<file path="config.mk">
export PLATFORM = sky130hd
export DESIGN_NAME = keypad_scanner
export DESIGN_NICKNAME = d
export VERILOG_FILES = /design/src/rtl/keypad_scanner.sv
export SDC_FILE = /design/constraint.sdc
export NUM_CORES = 1
export LEC_CHECK = 0
export CORE_ASPECT_RATIO = 0.8
export CORE_UTILIZATION = 40
export CTS_CLUSTER_SIZE = 10
export DETAILED_ROUTE_END_ITERATION = 7
export GPL_ROUTABILITY_DRIVEN = 0
export GPL_TIMING_DRIVEN = 0
export PLACE_DENSITY = 0.69
export SYNTH_ARGS = -nofsm -noshare
export SYNTH_HDL_FRONTEND = slang
export SYNTH_SLANG_ARGS = --single-unit
</file>
<file path="constraint.sdc">
create_clock -name clk -period 3.15 [get_ports clk]
set_clock_uncertainty 0.2 [all_clocks]
set_input_delay 0.4725 -clock clk [delete_from_list [all_inputs] [get_ports clk]]
set_output_delay 0.4725 -clock clk [all_outputs]
set_load 0.005 [all_outputs]
</file>
<file path="src/rtl/keypad_scanner.sv">
// Matrix keypad scanner: column drive, frame debounce, valid/ready key events.
// Define KEYPAD_HEXMAP_EN to emit the 4x4 hex legend instead of the raw index.
module keypad_scanner #(
    parameter int ROWS           = 4,
    parameter int COLS           = 4,
    parameter int SCAN_TICKS     = 100000,
    parameter int SETTLE_TICKS   = 8,
    parameter int DEBOUNCE_SCANS = 3,
    localparam int KW = (ROWS * COLS > 1) ? $clog2(ROWS * COLS) : 1
) (
    input  logic            clk,
    input  logic            rst,
    input  logic [ROWS-1:0] row,
    output logic [COLS-1:0] col,
    output logic [KW-1:0]   key_code,
    output logic            key_valid,
    input  logic            key_ready,
    output logic            key_held,
    output logic            key_overrun
);

    localparam int TW = (SCAN_TICKS > 1) ? $clog2(SCAN_TICKS) : 1;
    localparam int CW = (COLS > 1) ? $clog2(COLS) : 1;
    localparam int SW = $clog2(DEBOUNCE_SCANS + 1);

`ifdef KEYPAD_HEXMAP_EN
    localparam logic [63:0] HEX_LUT = 64'hDEF0_C987_B654_A321;

    if (ROWS != 4 || COLS != 4) begin : g_hexmap_size
        $error("KEYPAD_HEXMAP_EN requires ROWS=4 and COLS=4");
    end

    function automatic logic [KW-1:0] to_code(input logic [KW-1:0] i);
        return KW'(HEX_LUT[{i, 2'b00} +: 4]);
    endfunction
`else
    function automatic logic [KW-1:0] to_code(input logic [KW-1:0] i);
        return i;
    endfunction
`endif

    logic [TW-1:0]   tick_q, tick_d;
    logic [CW-1:0]   c_q, c_d;
    logic [COLS-1:0] col_q, col_d;
    logic            fnone_q, fnone_d;
    logic [KW-1:0]   fidx_q, fidx_d;
    logic            pnone_q, pnone_d;
    logic [KW-1:0]   pidx_q, pidx_d;
    logic            dnone_q, dnone_d;
    logic [KW-1:0]   didx_q, didx_d;
    logic [SW-1:0]   stab_q, stab_d;
    logic            evt_q, evt_d;
    logic [KW-1:0]   ecode_q, ecode_d;
    logic            held_q, held_d;
    logic            valid_q, valid_d;
    logic [KW-1:0]   code_q, code_d;
    logic            ovr_q, ovr_d;

    logic            last_tick;
    logic            wrap;
    logic            sample;
    logic            lnone;
    logic [KW-1:0]   lidx;
    logic            same_prev;
    logic            same_deb;

    always_comb begin
        last_tick = (tick_q == TW'(SCAN_TICKS - 1));
        wrap      = last_tick && (c_q == CW'(COLS - 1));
        sample    = (tick_q == TW'(SETTLE_TICKS));

        tick_d = last_tick ? '0 : tick_q + TW'(1);
        c_d    = c_q;
        if (last_tick) begin
            c_d = (c_q == CW'(COLS - 1)) ? '0 : c_q + CW'(1);
        end
        col_d = ~(COLS'(1) << (CW'(COLS - 1) - c_d));

        // Descending loop leaves the lowest pressed row of this column.
        lnone = 1'b1;
        lidx  = '0;
        for (int r = ROWS - 1; r >= 0; r--) begin
            if (!row[ROWS-1-r]) begin
                lnone = 1'b0;
                lidx  = KW'(r * COLS) + KW'(c_q);
            end
        end

        fnone_d = fnone_q;
        fidx_d  = fidx_q;
        if (sample && !lnone && (fnone_q || lidx < fidx_q)) begin
            fnone_d = 1'b0;
            fidx_d  = lidx;
        end

        same_prev = (fnone_q == pnone_q) && (fnone_q || fidx_q == pidx_q);
        same_deb  = (fnone_q == dnone_q) && (fnone_q || fidx_q == didx_q);

        pnone_d = pnone_q;
        pidx_d  = pidx_q;
        dnone_d = dnone_q;
        didx_d  = didx_q;
        stab_d  = stab_q;
        evt_d   = 1'b0;
        ecode_d = ecode_q;
        if (wrap) begin
            fnone_d = 1'b1;
            fidx_d  = '0;
            pnone_d = fnone_q;
            pidx_d  = fidx_q;
            if (!same_prev) begin
                stab_d = SW'(1);
            end else if (stab_q != SW'(DEBOUNCE_SCANS)) begin
                stab_d = stab_q + SW'(1);
            end
            if (stab_d >= SW'(DEBOUNCE_SCANS) && !same_deb) begin
                dnone_d = fnone_q;
                didx_d  = fidx_q;
                evt_d   = !fnone_q;
                ecode_d = to_code(fidx_q);
            end
        end

        held_d = !dnone_q;

        valid_d = valid_q;
        code_d  = code_q;
        ovr_d   = ovr_q;
        if (evt_q) begin
            if (!valid_q || key_ready) begin
                valid_d = 1'b1;
                code_d  = ecode_q;
            end else begin
                ovr_d = 1'b1;
            end
        end else if (valid_q && key_ready) begin
            valid_d = 1'b0;
        end
    end

    always_ff @(posedge clk) begin
        if (rst) begin
            tick_q  <= '0;
            c_q     <= '0;
            col_q   <= '1;
            fnone_q <= 1'b1;
            fidx_q  <= '0;
            pnone_q <= 1'b1;
            pidx_q  <= '0;
            dnone_q <= 1'b1;
            didx_q  <= '0;
            stab_q  <= '0;
            evt_q   <= 1'b0;
            ecode_q <= '0;
            held_q  <= 1'b0;
            valid_q <= 1'b0;
            code_q  <= '0;
            ovr_q   <= 1'b0;
        end else begin
            tick_q  <= tick_d;
            c_q     <= c_d;
            col_q   <= col_d;
            fnone_q <= fnone_d;
            fidx_q  <= fidx_d;
            pnone_q <= pnone_d;
            pidx_q  <= pidx_d;
            dnone_q <= dnone_d;
            didx_q  <= didx_d;
            stab_q  <= stab_d;
            evt_q   <= evt_d;
            ecode_q <= ecode_d;
            held_q  <= held_d;
            valid_q <= valid_d;
            code_q  <= code_d;
            ovr_q   <= ovr_d;
        end
    end

    assign col         = col_q;
    assign key_code    = code_q;
    assign key_valid   = valid_q;
    assign key_held    = held_q;
    assign key_overrun = ovr_q;

endmodule

</file>
# Word-level counts from Yosys, hierarchy flattened
# Index checks and enable logic that the tools add are counted.
classes:
  n_addsub: 7
  order_cmp: 2
  n_eq_ne: 9
  n_shift: 1
  n_mux: 16
  n_bitwise: 4
  n_reduce_logical: 24
op_table:
  columns: ["operator", "count"]
  rows:
  - ["17-bit by 1-bit adder with 17-bit output, second input constant", 1]
  - ["17-bit == test, second input constant", 1]
  - ["17-bit by 4-bit == test with 1-bit output, second input constant", 1]
  - ["4-bit 2-to-1 mux", 4]
  - ["2-bit 2-to-1 mux", 5]
  - ["4-bit == test", 2]
  - ["2-bit AND reduction", 4]
  - ["1-bit logical AND", 7]
  - ["1-bit 2-to-1 mux", 7]
  - ["1-bit logical NOT", 5]
  - ["2-bit by 1-bit adder with 2-bit output, second input constant", 2]
  - ["3-bit by 2-bit adder with 4-bit output, first input constant", 1]
  - ["3-bit by 3-bit adder with 4-bit output, first input constant", 1]
  - ["4-bit by 2-bit adder with 4-bit output, first input constant", 1]
  - ["1-bit logical OR", 4]
  - ["4-bit < comparator", 1]
  - ["4-bit NOT", 1]
  - ["2-bit OR reduction", 2]
  - ["1-bit by 2-bit left shift with 4-bit output, first input constant", 1]
  - ["1-bit NOT", 3]
  - ["3-bit OR reduction", 1]
  - ["1-bit == test", 2]
  - ["2-bit == test, second input constant", 1]
  - ["2-bit greater-or-equal comparator, second input constant", 1]
  - ["4 further kinds", 4]
totals:
  register_bits: 48
  inputBits: 7
  output_inout_bits: 11
  wordCells: 78

# Depth between registers and ports, before layout
# Gate-level depths: netlist of the first run.
logic_depth:
  word_depth: 9
  mapped_depth: 8

# Worst setup path before layout of the first run
# No wires, ideal clock.
synth_timing:
  path_type: "reg2reg"
  from: "register tick_q[13]"
  to: "register dnone_q"
  setup_ps: 72
  arrival_ps: 1926
  t_required_ps: 2878
  path_slack_ps: 952
  path_stages_with_launch: 7
  path_buffers: 1
  path_cell_list: "dfxtp_1 or4_4 nor4_4 buf_6 nand4_4 nor3_4 mux2i_1"
synth_via:
  elab_chain_cells: 3
synth_lines:
  columns: ["item", "line", "rtl"]
  rows:
  - ["start, declared", "42", "logic [TW-1:0] tick_q, tick_d;"]
  - ["start signal, assigned", "160", "tick_q <= tick_d;"]
  - ["17-bit == test", "68", "last_tick = (tick_q == TW'(SCAN_TICKS - 1));"]
  - ["1-bit logical AND", "69", "wrap = last_tick && (c_q == CW'(COLS - 1));"]
  - ["2-bit AND reduction (no line)", null, null]
  - ["end signal, assigned", "167", "dnone_q <= dnone_d;"]
  - ["end, declared", "49", "logic dnone_q, dnone_d;"]
# Every way passes these cells.
# A chain may end at the register's enable or synchronous reset.

# Final worst setup path of the first run
layout_timing:
  from: "register tick_q[0]"
  to: "register ecode_q[3]"
layout_via:
  elab_chain_cells: 3
layout_lines:
  columns: ["item", "line", "rtl"]
  rows:
  - ["17-bit == test", "68", null]
  - ["1-bit logical AND", "69", null]
  - ["2-bit AND reduction (no line)", null, null]
  - ["end signal, assigned", "171", "ecode_q <= ecode_d;"]
  - ["end, declared", "53", "logic [KW-1:0] ecode_q, ecode_d;"]
# Every way passes these cells.

==> out/metrics.csv, run 1 <==
stage,metric,value,unit
timing,timing.final.ws_setup,0.636,ns
pwr,logic_pwr_share,4.2,%
layout,num-nets-final,289,
pwr,power.share.sequential,59.8,%
pwr,p_total,1.03,mW
synth,postSynth.asyncResetShare,0,%
detailed_routing,drt_pre_antenna_iters,4,
floorplan,die-area,5880,um2
synth,synth_commonest_cells,"sky130_fd_sc_hd__dfxtp_1 (48), sky130_fd_sc_hd__nor2_1 (31), sky130_fd_sc_hd__nand2_1 (18), sky130_fd_sc_hd__a21oi_1 (15), sky130_fd_sc_hd__nand2b_1 (15)",
synth,synth.lib_cells_used.distinct,42,
cts,cts_max_path_buffers,2,
setup_path,setup.worst_path.start_class,register,
pwr,power_switching,0.218,mW
synth,synth.largest_area_cell,sky130_fd_sc_hd__dfxtp_1,
synth,syn-num-nets,265,
layout,design_area,2570,um2
floorplan,boundaryPins,18,
place,placed_area,2480,um2
setup_path,critPathMaxStageDelay,0.45,ns
layout,drive_above_1_share,5.42,%
pwr,power_report.internal_total,0.810,mW
synth,seq_area_frac_synth,43.1,%
pwr,pwr_density_cell,400,nW/um2
floorplan,design.core.area,5180,um2
synth,syn-mean-instance-area,8.85,um2
synth,synth_warnings,0,
setup_path,crit_fanout,10,
timing,final_min_period_over_clock_period,79.8,%
pwr,vdd_ir_drop_max,0.000229,V
layout,fin_cells,339,
setup_path,beginning_of_the_worst_register_to_register_path,tick_q[0],
layout,final_util,49.6,%
synth,netlist_area,2230,um2
synth,synth_enable_flop_cells,0,
floorplan,num_rows,23,
cts,cts-root-buf,sky130_fd_sc_hd__clkbuf_8,
detailed_routing,wire_per_inst,12.1,um
synth,synth.area.top_cells,"sky130_fd_sc_hd__dfxtp_1 (43%), sky130_fd_sc_hd__nor2_1 (5.2%), sky130_fd_sc_hd__xnor2_1 (4.7%)",
detailed_routing,drt_iter0_drc,56,
global_routing,via_count_of_the_first_global_routing_pass,1522,
synth,synthesis.instances,252,
cts,h-tree-depth,2,
timing,layout_min_cycle_time,2.51,ns
status,outcome,finished clean,
floorplan,die_w,85.5,um
timing,tightest_slew_margin_relative_to_the_limit,67.7,%
cts,hold_buffers,0,
place,portBuffers,17,
synth,synth.ff_latch_count,48,
hold_path,min_from,pidx_q[0],
layout,insertedDiodeCount,0,
global_routing,grtUsageTotal,15.7,%
setup_path,crit_slowest_cell,sky130_fd_sc_hd__nor4_4,
timing,setup_tns,0,ns
pwr,clockPowerShare,36.1,%
cts,clock_latency,0.30,ns
setup_path,worst_flop_to_flop_path_endpoint,ecode_q[3],
place,dp_hpwl,2960,um
setup_path,cell_breakdown_of_the_critical_path,"ha_1, nand4_1, nor4_4, buf_6, nand4_4, nor3_4, mux2i_1",
layout,synth_to_layout_area_growth,15.2,%
pwr,switching_share,21.2,%
detailed_routing,detail_route.vias_per_cell,5.01,
hold_path,worstHoldEndpoint,pidx_q[0],
global_routing,grt_first_pass_wirelength,7040,um
timing,setup_viols_final,0,
detailed_routing,drcViolationCount,0,
setup_path,worst_ep_required_time,3.17,ns
setup_path,worstPathArrival,2.54,ns
pwr,static-leakage-power,0.907,nW
synth,synth_ff_type,sky130_fd_sc_hd__dfxtp_1,
cts,cts_buffers,5,
cts,cts.sink_count,48,
floorplan,die_height,68.8,um
timing,worst_hold_slack,0.271,ns
layout,nFillCells,517,
setup_path,worst-setup-path-type,register to register,
global_routing,grt_antenna_before_repair,0,
detailed_routing,total_wirelength,4100,um
hold_path,worst_hold_path.num_cells,2,
place,setup_slack_at_placement,0.408,ns
cts,cts_tree,yes,
place,placedCellCount,331,
setup_path,timing.reg2reg.worst_path_depth,7,
timing,maxSlewViolCount,0,
setup_path,rrSetupSlack,0.64,ns
cts,post_cts_setup_buffers,0,
hold_path,holdCritPathClass,register to register,
timing,max_slew.worst_pin.slew,0.484,ns
run,max_cap_violations,0,
detailed_routing,routed-via-count,1698,
timing,clock.fmax,0.398,GHz
synth,synth_top_cell_area_share,43.1,%
global_routing,gr-total-overflow,0,
synth,post-synth-top-count-cell,sky130_fd_sc_hd__dfxtp_1,
timing,grt_setup_unrepaired,false,
floorplan,initial_core_util,43.0,%
cts,postCtsResizedCells,0,
global_routing,grt_max_degree,14,
setup_path,endpoint_kind,register,
detailed_routing,drtAntennaViolNets,0,
cts,clk_pin_slew_worst_paths,0.08,ns
timing,hold_viol_final,0,
[critical path, delay by kind of cell, from the launching register on]
kind                       cells  cell delay, ns
adders and majority gates      1            0.24
and+or+nand+nor                4            1.20
muxes                          1            0.23
DFF                            1            0.38
buffers and inverters          1            0.19
[power groups by stage]
stage	registers, mW	clock network [mW]	logic [mW]
floorplan	0.628	0	0.0259
global placement	0.628	0	0.0420
detailed placement	0.628	0	0.0428
CTS	0.614	0.387	0.0433
global route	0.615	0.409	0.0492
finish	0.614	0.371	0.0428
[sequential cells by signal (all words and copies together) (netlist names)]
register and flops:
evt_q 1, stab_q 2, ecode_q 4, key_held 1, col 4, pidx_q 4
key_valid 1, c_q 2, fidx_q 4, key_overrun 1, key_code 4, dnone_q 1
tick_q 17, pnone_q 1, fnone_q 1
[cells in the final DEF (no fill, tap or decap), drive strengths merged, types with 3 or more instances in the layout]
| cell | count |
|---|---|
| buf | 3 |
| nand3 | 9 |
| nand2 | 18 |
| or3 | 4 |
| clkdlybuf4s50 | 17 |
| xor2 | 9 |
| and2 | 4 |
| a21oi | 15 |
| inv | 9 |
| ha | 6 |
| nor4 | 4 |
| o21ai | 9 |
| nor3 | 7 |
| xnor2 | 12 |
| clkbuf | 15 |
| nor2 | 31 |
| mux2i | 10 |
| dfxtp | 48 |
| nand4 | 9 |
| nand2b | 15 |
| nor2b | 3 |
[per-layer routing]
metal | global-route usage [%] | vias up | share of wire, %
met3 | 3.81 | 7 | 2.9
li1 | - | 918 | -
met1 | 22.0 | 752 | 55
met2 | 22.5 | 21 | 40
met5 | 0 | - | 0
met4 | 7.92 | 0 | 1.9
[layout make-up]
type,instances,area (um2),area share (%)
Buffer,10,47.5,1.85
Clock buffer,8,90.1,3.51
Inverter,9,33.8,1.32
Multi-Input combinational cell,185,1190,46.2
Sequential cell,48,961,37.4
Tap cell,62,77.6,3.02
Timing Repair Buffer,17,170,6.63
[logic make-up after synthesis]
group                    synth area share [%]
multiplexers                             4.49
flip-flops                               43.1
buffers and inverters                    3.65
adder cells (fa/ha/maj)                  3.37
AND/OR/NAND/NOR                          28.3
AO/OA/AOI/OAI                            8.81
XOR/XNOR                                 8.25
[how the worst max path moves through the flow]
stage | end | cells after the start | slack, ns | start
2_1_floorplan | dnone_q | 6 | 0.95 | tick_q[13]
3_3_place_gp | fidx_q[2] | 9 | 0.43 | row[2]
3_5_place_dp | fidx_q[3] | 9 | 0.41 | row[3]
4_1_cts | ecode_q[3] | 7 | 0.62 | tick_q[0]
5_1_grt | fidx_q[0] | 9 | 0.38 | row[3]
6_report | ecode_q[3] | 7 | 0.64 | tick_q[0]
(Power assumes the default switching activity.)
==> inputs of run 2 (changes only) <==
==> constraint.sdc (replaced) <==
create_clock -name clk -period 2.5 [get_ports clk]
set_clock_uncertainty 0.2 [all_clocks]
set_input_delay 0.375 -clock clk [delete_from_list [all_inputs] [get_ports clk]]
set_output_delay 0.375 -clock clk [all_outputs]
set_load 0.005 [all_outputs]
==> run 2 against run 1 <==
Against the previous run: global-route usage up 0.37 points; core utilization up 0.94 points; hold slack about the same; critical endpoint is now stab_q[1]; highest routed layer unchanged.
==> out/metrics.csv, run 2 (synthesis results as in run 1) <==
stage,metric,value,unit,change
floorplan,boundaryPins,18,,unchanged
detailed_routing,drcViolationCount,0,,unchanged
detailed_routing,wire_per_inst,12.1,um,about the same
detailed_routing,routed-via-count,1714,,"was 1,698"
global_routing,gr-total-overflow,0,,unchanged
setup_path,cell_breakdown_of_the_critical_path,"or4_4, nor4_4, and2_1, clkbuf_1, a21oi_1, a211oi_1",,"was ha_1, nand4_1, nor4_4, buf_6, nand4_4, nor3_4, mux2i_1"
pwr,power.share.sequential,59.6,%,was 59.8%
setup_path,worst_path_dominant_cell_family,simple AND/OR/NAND/NOR gates,,unchanged
run,max_cap_violations,0,,unchanged
layout,insertedDiodeCount,0,,unchanged
pwr,switching_share,21.3,%,was 21.2%
setup_path,worstPathArrival,2.41,ns,was 2.54 ns
floorplan,design.core.area,5180,um2,unchanged
cts,h-tree-depth,2,,unchanged
detailed_routing,drtAntennaViolNets,0,,unchanged
layout,multi_input_area,1190,um2,about the same
detailed_routing,drt_pre_antenna_iters,4,,unchanged
global_routing,grt_antenna_before_repair,0,,unchanged
global_routing,use_met1,22.4,%,was 22.0%
detailed_routing,total_wirelength,4140,um,was 4100 um
layout,num-nets-final,293,,was 289
pwr,clockPowerShare,36.1,%,about the same
cts,cts_tree,yes,,unchanged
pwr,logic_pwr_share,4.3,%,was 4.2%
timing,maxSlewViolCount,0,,unchanged
setup_path,crit_slowest_cell,sky130_fd_sc_hd__or4_4,,was sky130_fd_sc_hd__nor4_4
layout,drive_above_1_share,7.12,%,was 5.42%
timing,final_min_period_over_clock_period,95.7,%,was 79.8%
layout,nFillCells,511,,was 517
cts,cts_buffers,5,,unchanged
detailed_routing,detail_route.vias_per_cell,5.00,,was 5.01
cts,clk_pin_slew_worst_paths,0.09,ns,was 0.08 ns
global_routing,met3_usage,3.81,%,unchanged
setup_path,setup.worst_path.start_class,register,,unchanged
pwr,pwr_density_cell,496,nW/um2,was 400 nW/um2
setup_path,critPathMaxStageDelay,0.55,ns,was 0.45 ns
global_routing,grt_first_pass_wirelength,7200,um,was 7040 um
setup_path,critical_path.n_buffers_inverters,1,,unchanged
layout,register_with_the_most_flip_flops,tick_q,,unchanged
timing,clock.fmax,0.418,GHz,was 0.398 GHz
global_routing,via_count_of_the_first_global_routing_pass,1559,,"was 1,522"
setup_path,worst-setup-path-type,register to register,,unchanged
floorplan,initial_core_util,43.0,%,unchanged
detailed_routing,drt_iter0_drc,73,,was 56
setup_path,crit_fanout,7,,was 10
status,outcome,finished clean,,unchanged
floorplan,die-area,5880,um2,unchanged
global_routing,grtUsageTotal,16.1,%,was 15.7%
setup_path,endpoint_kind,register,,unchanged
pwr,vdd_ir_drop_max,0.000289,V,was 0.000229 V
cts,cts-root-buf,sky130_fd_sc_hd__clkbuf_8,,unchanged
floorplan,die_w,85.5,um,unchanged
layout,synth_to_layout_area_growth,17.3,%,was 15.2%
floorplan,num_rows,23,,unchanged
hold_path,holdCritPathClass,register to register,,unchanged
floorplan,die_height,68.8,um,unchanged
pwr,power_report.internal_total,1.02,mW,was 0.810 mW
pwr,power_switching,0.276,mW,was 0.218 mW
timing,setup_viols_final,0,,unchanged
place,dp_hpwl,2960,um,unchanged
timing,hold_viol_final,0,,unchanged
layout,final_cell_mix,"sky130_fd_sc_hd__dfxtp_1 (48), sky130_fd_sc_hd__nor2_1 (31), sky130_fd_sc_hd__nand2_1 (18)",,unchanged
layout,seq_area,961,um2,unchanged
layout,mostFrequentLayoutCell,sky130_fd_sc_hd__dfxtp_1,,unchanged
place,placedCellCount,331,,unchanged
timing,tightest_slew_margin_relative_to_the_limit,67.9,%,was 67.7%
layout,design_area,2620,um2,was 2570 um2
cts,cts_max_path_buffers,2,,unchanged
setup_path,worst_ep_required_time,2.52,ns,was 3.17 ns
timing,layout_min_cycle_time,2.39,ns,was 2.51 ns
global_routing,globalRoute.busiestLayer,met2,,unchanged
cts,cts.sink_count,48,,unchanged
timing,grt_setup_unrepaired,false,,unchanged
global_routing,grt_max_degree,14,,unchanged
layout,fin_cells,343,,was 339
place,placed_area,2480,um2,unchanged
place,portBuffers,17,,unchanged
layout,largest_reg_flops,17,,unchanged
cts,clock_latency,0.30,ns,about the same
timing,max_slew.worst_pin.slew,0.481,ns,was 0.484 ns
pwr,static-leakage-power,0.930,nW,was 0.907 nW
global_routing,global_route.usage.met2,23.4,%,was 22.5%
==> run 2: changes by cell type in the layout (fill, tap and decap cells not counted) <==
cell and delta:
sky130_fd_sc_hd__o21ai_0 -2, sky130_fd_sc_hd__a31oi_2 +1, sky130_fd_sc_hd__buf_12 +1, sky130_fd_sc_hd__buf_4 +3
sky130_fd_sc_hd__a31oi_1 -1, sky130_fd_sc_hd__o21ai_1 +2
==> run 2: per-layer routing <==
| layer | part of all wire (%) | wire, um |
|---|---|---|
| met1 | 54 | 2250 |
| met2 | 40 | 1650 |
| met3 | 3.7 | 152 |
| met4 | 1.9 | 79 |
| met5 | 0 | 0 |
==> run 2: timing repair <==
action,in CTS,in global routing
hold buffers,0,0
setup buffers,2,2
endpoints found under the setup margin,5,8
gates resized for setup,0,3
pin swaps,3,3
==> run 2: through the flow <==
stage	hold slack, ns	total power [mW]	utilization, %	TNS (ns)	setup slack [ns]
global route	0.297	1.35	50.5	0	0.0270
finish	0.271	1.30	50.5	0	0.107
detailed placement	0.259	0.846	47.8	-0.559	-0.145
floorplan	0.229	0.823	-	0	0.302
CTS	0.271	1.32	50.1	0	0.101
global placement	0.250	0.844	47.8	-0.458	-0.120
==> run 2: layout make-up <==
class	count	share of cell area (%)
inverter	9	1.29
buffer	10	1.82
clock buffer	8	3.44
sequential	48	36.7
multi-input combinational	185	45.6
timing repair buffer	21	8.13
tap	62	2.97
==> run 2: power groups by stage <==
stage                     combinational [mW]  clock, mW  sequential, mW
after CTS                             0.0546      0.487           0.774
after global routing                  0.0638      0.515           0.775
final                                 0.0559      0.468           0.774
after floorplan                       0.0326          0           0.791
after detailed placement              0.0539          0           0.792
after global placement                0.0529          0           0.791
==> run 2: final timing paths <==
| kind | start | to | slack [ns] | cells past startpoint |
|---|---|---|---|---|
| worst max-delay path | tick_q[14] | stab_q[1] | 0.11 | 6 |
| worst min-delay path | pidx_q[0] | pidx_q[0] | 0.27 | 2 |
| worst max register to register | tick_q[14] | stab_q[1] | 0.11 | 6 |
| worst min register to register | pidx_q[0] | pidx_q[0] | 0.27 | 2 |
==> run 2: worst register-to-register path: cells and delay by family, from the launching register on <==
family	cells	cell delay [ns]
buffers and inverters	1	0.28
and+or+nand+nor	3	1.13
DFF	1	0.35
AOI/OAI and AO/OA	2	0.36
==> inputs of run 3 (changes only) <==
--- a/config.mk
+++ b/config.mk
@@ -12,6 +12,7 @@
 export GPL_ROUTABILITY_DRIVEN = 0
 export GPL_TIMING_DRIVEN = 0
 export PLACE_DENSITY = 0.69
+export REMOVE_ABC_BUFFERS = 1
 export SYNTH_ARGS = -nofsm -noshare
 export SYNTH_HDL_FRONTEND = slang
 export SYNTH_SLANG_ARGS = --single-unit
==> run 3 against run 2 <==
Against the previous run: combinational power shrank 5.7%; non-clock buffer count fell by 8; hold slack worse by 0.0026 ns; core utilization up 0.12 points; design area increased by 0.24%; critical path depth rose by 3; routed wire length shrank 1.5%; die area unchanged; clock power grew 38%; global-route usage down 0.89 points; setup slack improved by 0.018 ns; count of clock-buffer cells in the layout decreased by 3; critical endpoint is now fidx_q[0]; largest power group unchanged.
==> out/metrics.csv, run 3 (synthesis results as in run 1) <==
stage,metric,value,unit,change
pwr,power.share.sequential,52.6,%,was 59.6%
run,max_cap_violations,0,,unchanged
setup_path,critPathMaxStageDelay,0.50,ns,was 0.55 ns
pwr,clockPowerShare,43.8,%,was 36.1%
hold_path,holdCritPathClass,register to register,,unchanged
pwr,static-leakage-power,0.936,nW,was 0.930 nW
detailed_routing,drcViolationCount,0,,unchanged
cts,h-tree-depth,2,,unchanged
cts,cts.sink_count,48,,unchanged
layout,largest_reg_flops,17,,unchanged
timing,max_slew.worst_pin.slew,0.952,ns,was 0.481 ns
layout,num-nets-final,285,,was 293
global_routing,gr-total-overflow,0,,unchanged
timing,final_min_period_over_clock_period,95.0,%,was 95.7%
cts,cts_max_path_buffers,2,,unchanged
pwr,pwr_density_cell,561,nW/um2,was 496 nW/um2
place,dp_hpwl,2800,um,was 2960 um
detailed_routing,wire_per_inst,12.2,um,was 12.1 um
global_routing,grt_antenna_before_repair,0,,unchanged
floorplan,die_height,68.8,um,unchanged
setup_path,crit_fanout,4,,was 7
detailed_routing,detail_route.vias_per_cell,5.17,,was 5.00
status,outcome,finished clean,,unchanged
floorplan,design.core.area,5180,um2,unchanged
detailed_routing,drt_pre_antenna_iters,4,,unchanged
timing,clock.fmax,0.421,GHz,was 0.418 GHz
pwr,power_switching,0.283,mW,was 0.276 mW
floorplan,die_w,85.5,um,unchanged
floorplan,boundaryPins,18,,unchanged
global_routing,grt_first_pass_wirelength,6930,um,was 7200 um
setup_path,cell_breakdown_of_the_critical_path,"clkdlybuf4s50_1, nand4_1, and2_1, ha_1, nor2b_1, o21ai_1, a31o_2, nand4_1, a21oi_1",,"was or4_4, nor4_4, and2_1, clkbuf_1, a21oi_1, a211oi_1"
layout,register_with_the_most_flip_flops,tick_q,,unchanged
global_routing,grt_max_degree,32,,was 14
hold_path,min_from,tick_q[0],,was pidx_q[0]
global_routing,via_count_of_the_first_global_routing_pass,1563,,"was 1,559"
timing,tightest_slew_margin_relative_to_the_limit,36.3,%,was 67.9%
floorplan,initial_core_util,43.0,%,unchanged
setup_path,worstPathArrival,2.40,ns,was 2.41 ns
cts,cts_tree,yes,,unchanged
cts,cts_buffers,5,,unchanged
setup_path,worst_path_most_repeated_cell,sky130_fd_sc_hd__nand4_1,,
pwr,power_report.internal_total,1.19,mW,was 1.02 mW
floorplan,die-area,5880,um2,unchanged
pwr,vdd_ir_drop_max,0.000266,V,was 0.000289 V
setup_path,worstSetupStartpoint,row[1],,was tick_q[14]
setup_path,crit_slowest_cell,sky130_fd_sc_hd__clkdlybuf4s50_1,,was sky130_fd_sc_hd__or4_4
place,portBuffers,17,,unchanged
layout,fin_cells,334,,was 343
setup_path,worst-setup-path-type,primary input to register,,was register to register
detailed_routing,total_wirelength,4080,um,was 4140 um
setup_path,worst_ep_required_time,2.53,ns,was 2.52 ns
pwr,logic_pwr_share,3.6,%,was 4.3%
cts,hold_buffers,0,,unchanged
setup_path,setup.worst_path.start_class,primary input,,was register
timing,hold_viol_final,0,,unchanged
setup_path,endpoint_kind,register,,unchanged
floorplan,num_rows,23,,unchanged
layout,synth_to_layout_area_growth,17.6,%,was 17.3%
timing,maxSlewViolCount,0,,unchanged
cts,clk_pin_slew_worst_paths,0.08,ns,was 0.09 ns
cts,cts-root-buf,sky130_fd_sc_hd__clkbuf_8,,unchanged
timing,layout_min_cycle_time,2.37,ns,was 2.39 ns
pwr,switching_share,19.3,%,was 21.3%
layout,mostFrequentLayoutCell,sky130_fd_sc_hd__dfxtp_1,,unchanged
detailed_routing,drtAntennaViolNets,0,,unchanged
timing,setup_tns,0,ns,unchanged
layout,nFillCells,489,,was 511
detailed_routing,routed-via-count,1727,,"was 1,714"
layout,insertedDiodeCount,0,,unchanged
global_routing,grtUsageTotal,15.2,%,was 16.1%
setup_path,beginning_of_the_worst_register_to_register_path,tick_q[13],,was tick_q[14]
layout,final_cell_mix,"sky130_fd_sc_hd__dfxtp_1 (48), sky130_fd_sc_hd__nor2_1 (31), sky130_fd_sc_hd__nand2_1 (18)",,unchanged
timing,grt_setup_unrepaired,false,,unchanged
detailed_routing,drt_iter0_drc,63,,was 73
timing,setup_viols_final,0,,unchanged
cts,clock_latency,0.30,ns,about the same
timing,worst_hold_slack,0.268,ns,was 0.271 ns
layout,drive_above_1_share,7.35,%,was 7.12%
place,placedCellCount,321,,was 331
[run 3: cell types whose count changed in the layout (fill, tap and decap cells not counted), sizes merged]
cell	before	now
clkbuf	15	5
bufinv	0	2
buf	7	6
[run 3: critical path, delay by kind of cell]
family,cells,cell delay [ns]
adders and majority gates,1,0.28
and+or+nand+nor,4,0.66
buffers and inverters,1,0.50
AOI/OAI and AO/OA,3,0.59
[run 3: worst paths after layout]
check | cells after the start | slack (ns) | end
max | 9 | 0.13 | fidx_q[0]
min | 1 | 0.27 | tick_q[0]
max reg2reg | 7 | 0.24 | ecode_q[3]
min reg2reg | 1 | 0.27 | tick_q[0]
[run 3: stage by stage]
step | power, mW | setup slack (ns) | cell area (um2) | utilization (%)
global placement | 0.841 | -0.212 | 2430 | 46.9
global route | 1.53 | 0.00997 | 2620 | 50.6
CTS | 1.49 | 0.0928 | 2570 | 49.7
detailed placement | 0.842 | -0.220 | 2430 | 46.9
floorplan | 0.817 | 0.203 | 2180 | -
finish | 1.47 | 0.125 | 2620 | 50.6
[run 3: layout make-up]
cell class | count | area, um2 | area share, %
Multi-Input combinational cell | 185 | 1190 | 45.5
Clock inverter | 2 | 60.1 | 2.29
Timing Repair Buffer | 23 | 228 | 8.68
Sequential cell | 48 | 961 | 36.6
Tap cell | 62 | 77.6 | 2.96
Inverter | 9 | 33.8 | 1.29
Clock buffer | 5 | 68.8 | 2.62
[run 3: per-layer routing]
layer  track usage (%)  wire length (um)  vias up
met5                 0                 0        -
met4              6.88                30        0
met3              3.33                92        2
met2              26.6              1900       19
met1              18.2              2050      798
li1                  -                 -      908
[run 3: what timing repair did]
action,CTS,global route
setup buffers,2,4
pin swaps,1,3
setup endpoints to repair,18,10
hold endpoints to repair,0,0
gates resized for setup,0,2
[run 3: power groups by stage]
stage / registers [mW] / logic (mW) / clock network, mW
after floorplan: 0.791 / 0.0263 / 0
after global placement: 0.792 / 0.0496 / 0
after detailed placement: 0.792 / 0.0507 / 0
after CTS: 0.774 / 0.0511 / 0.661
after global routing: 0.775 / 0.0583 / 0.696
final: 0.774 / 0.0527 / 0.644
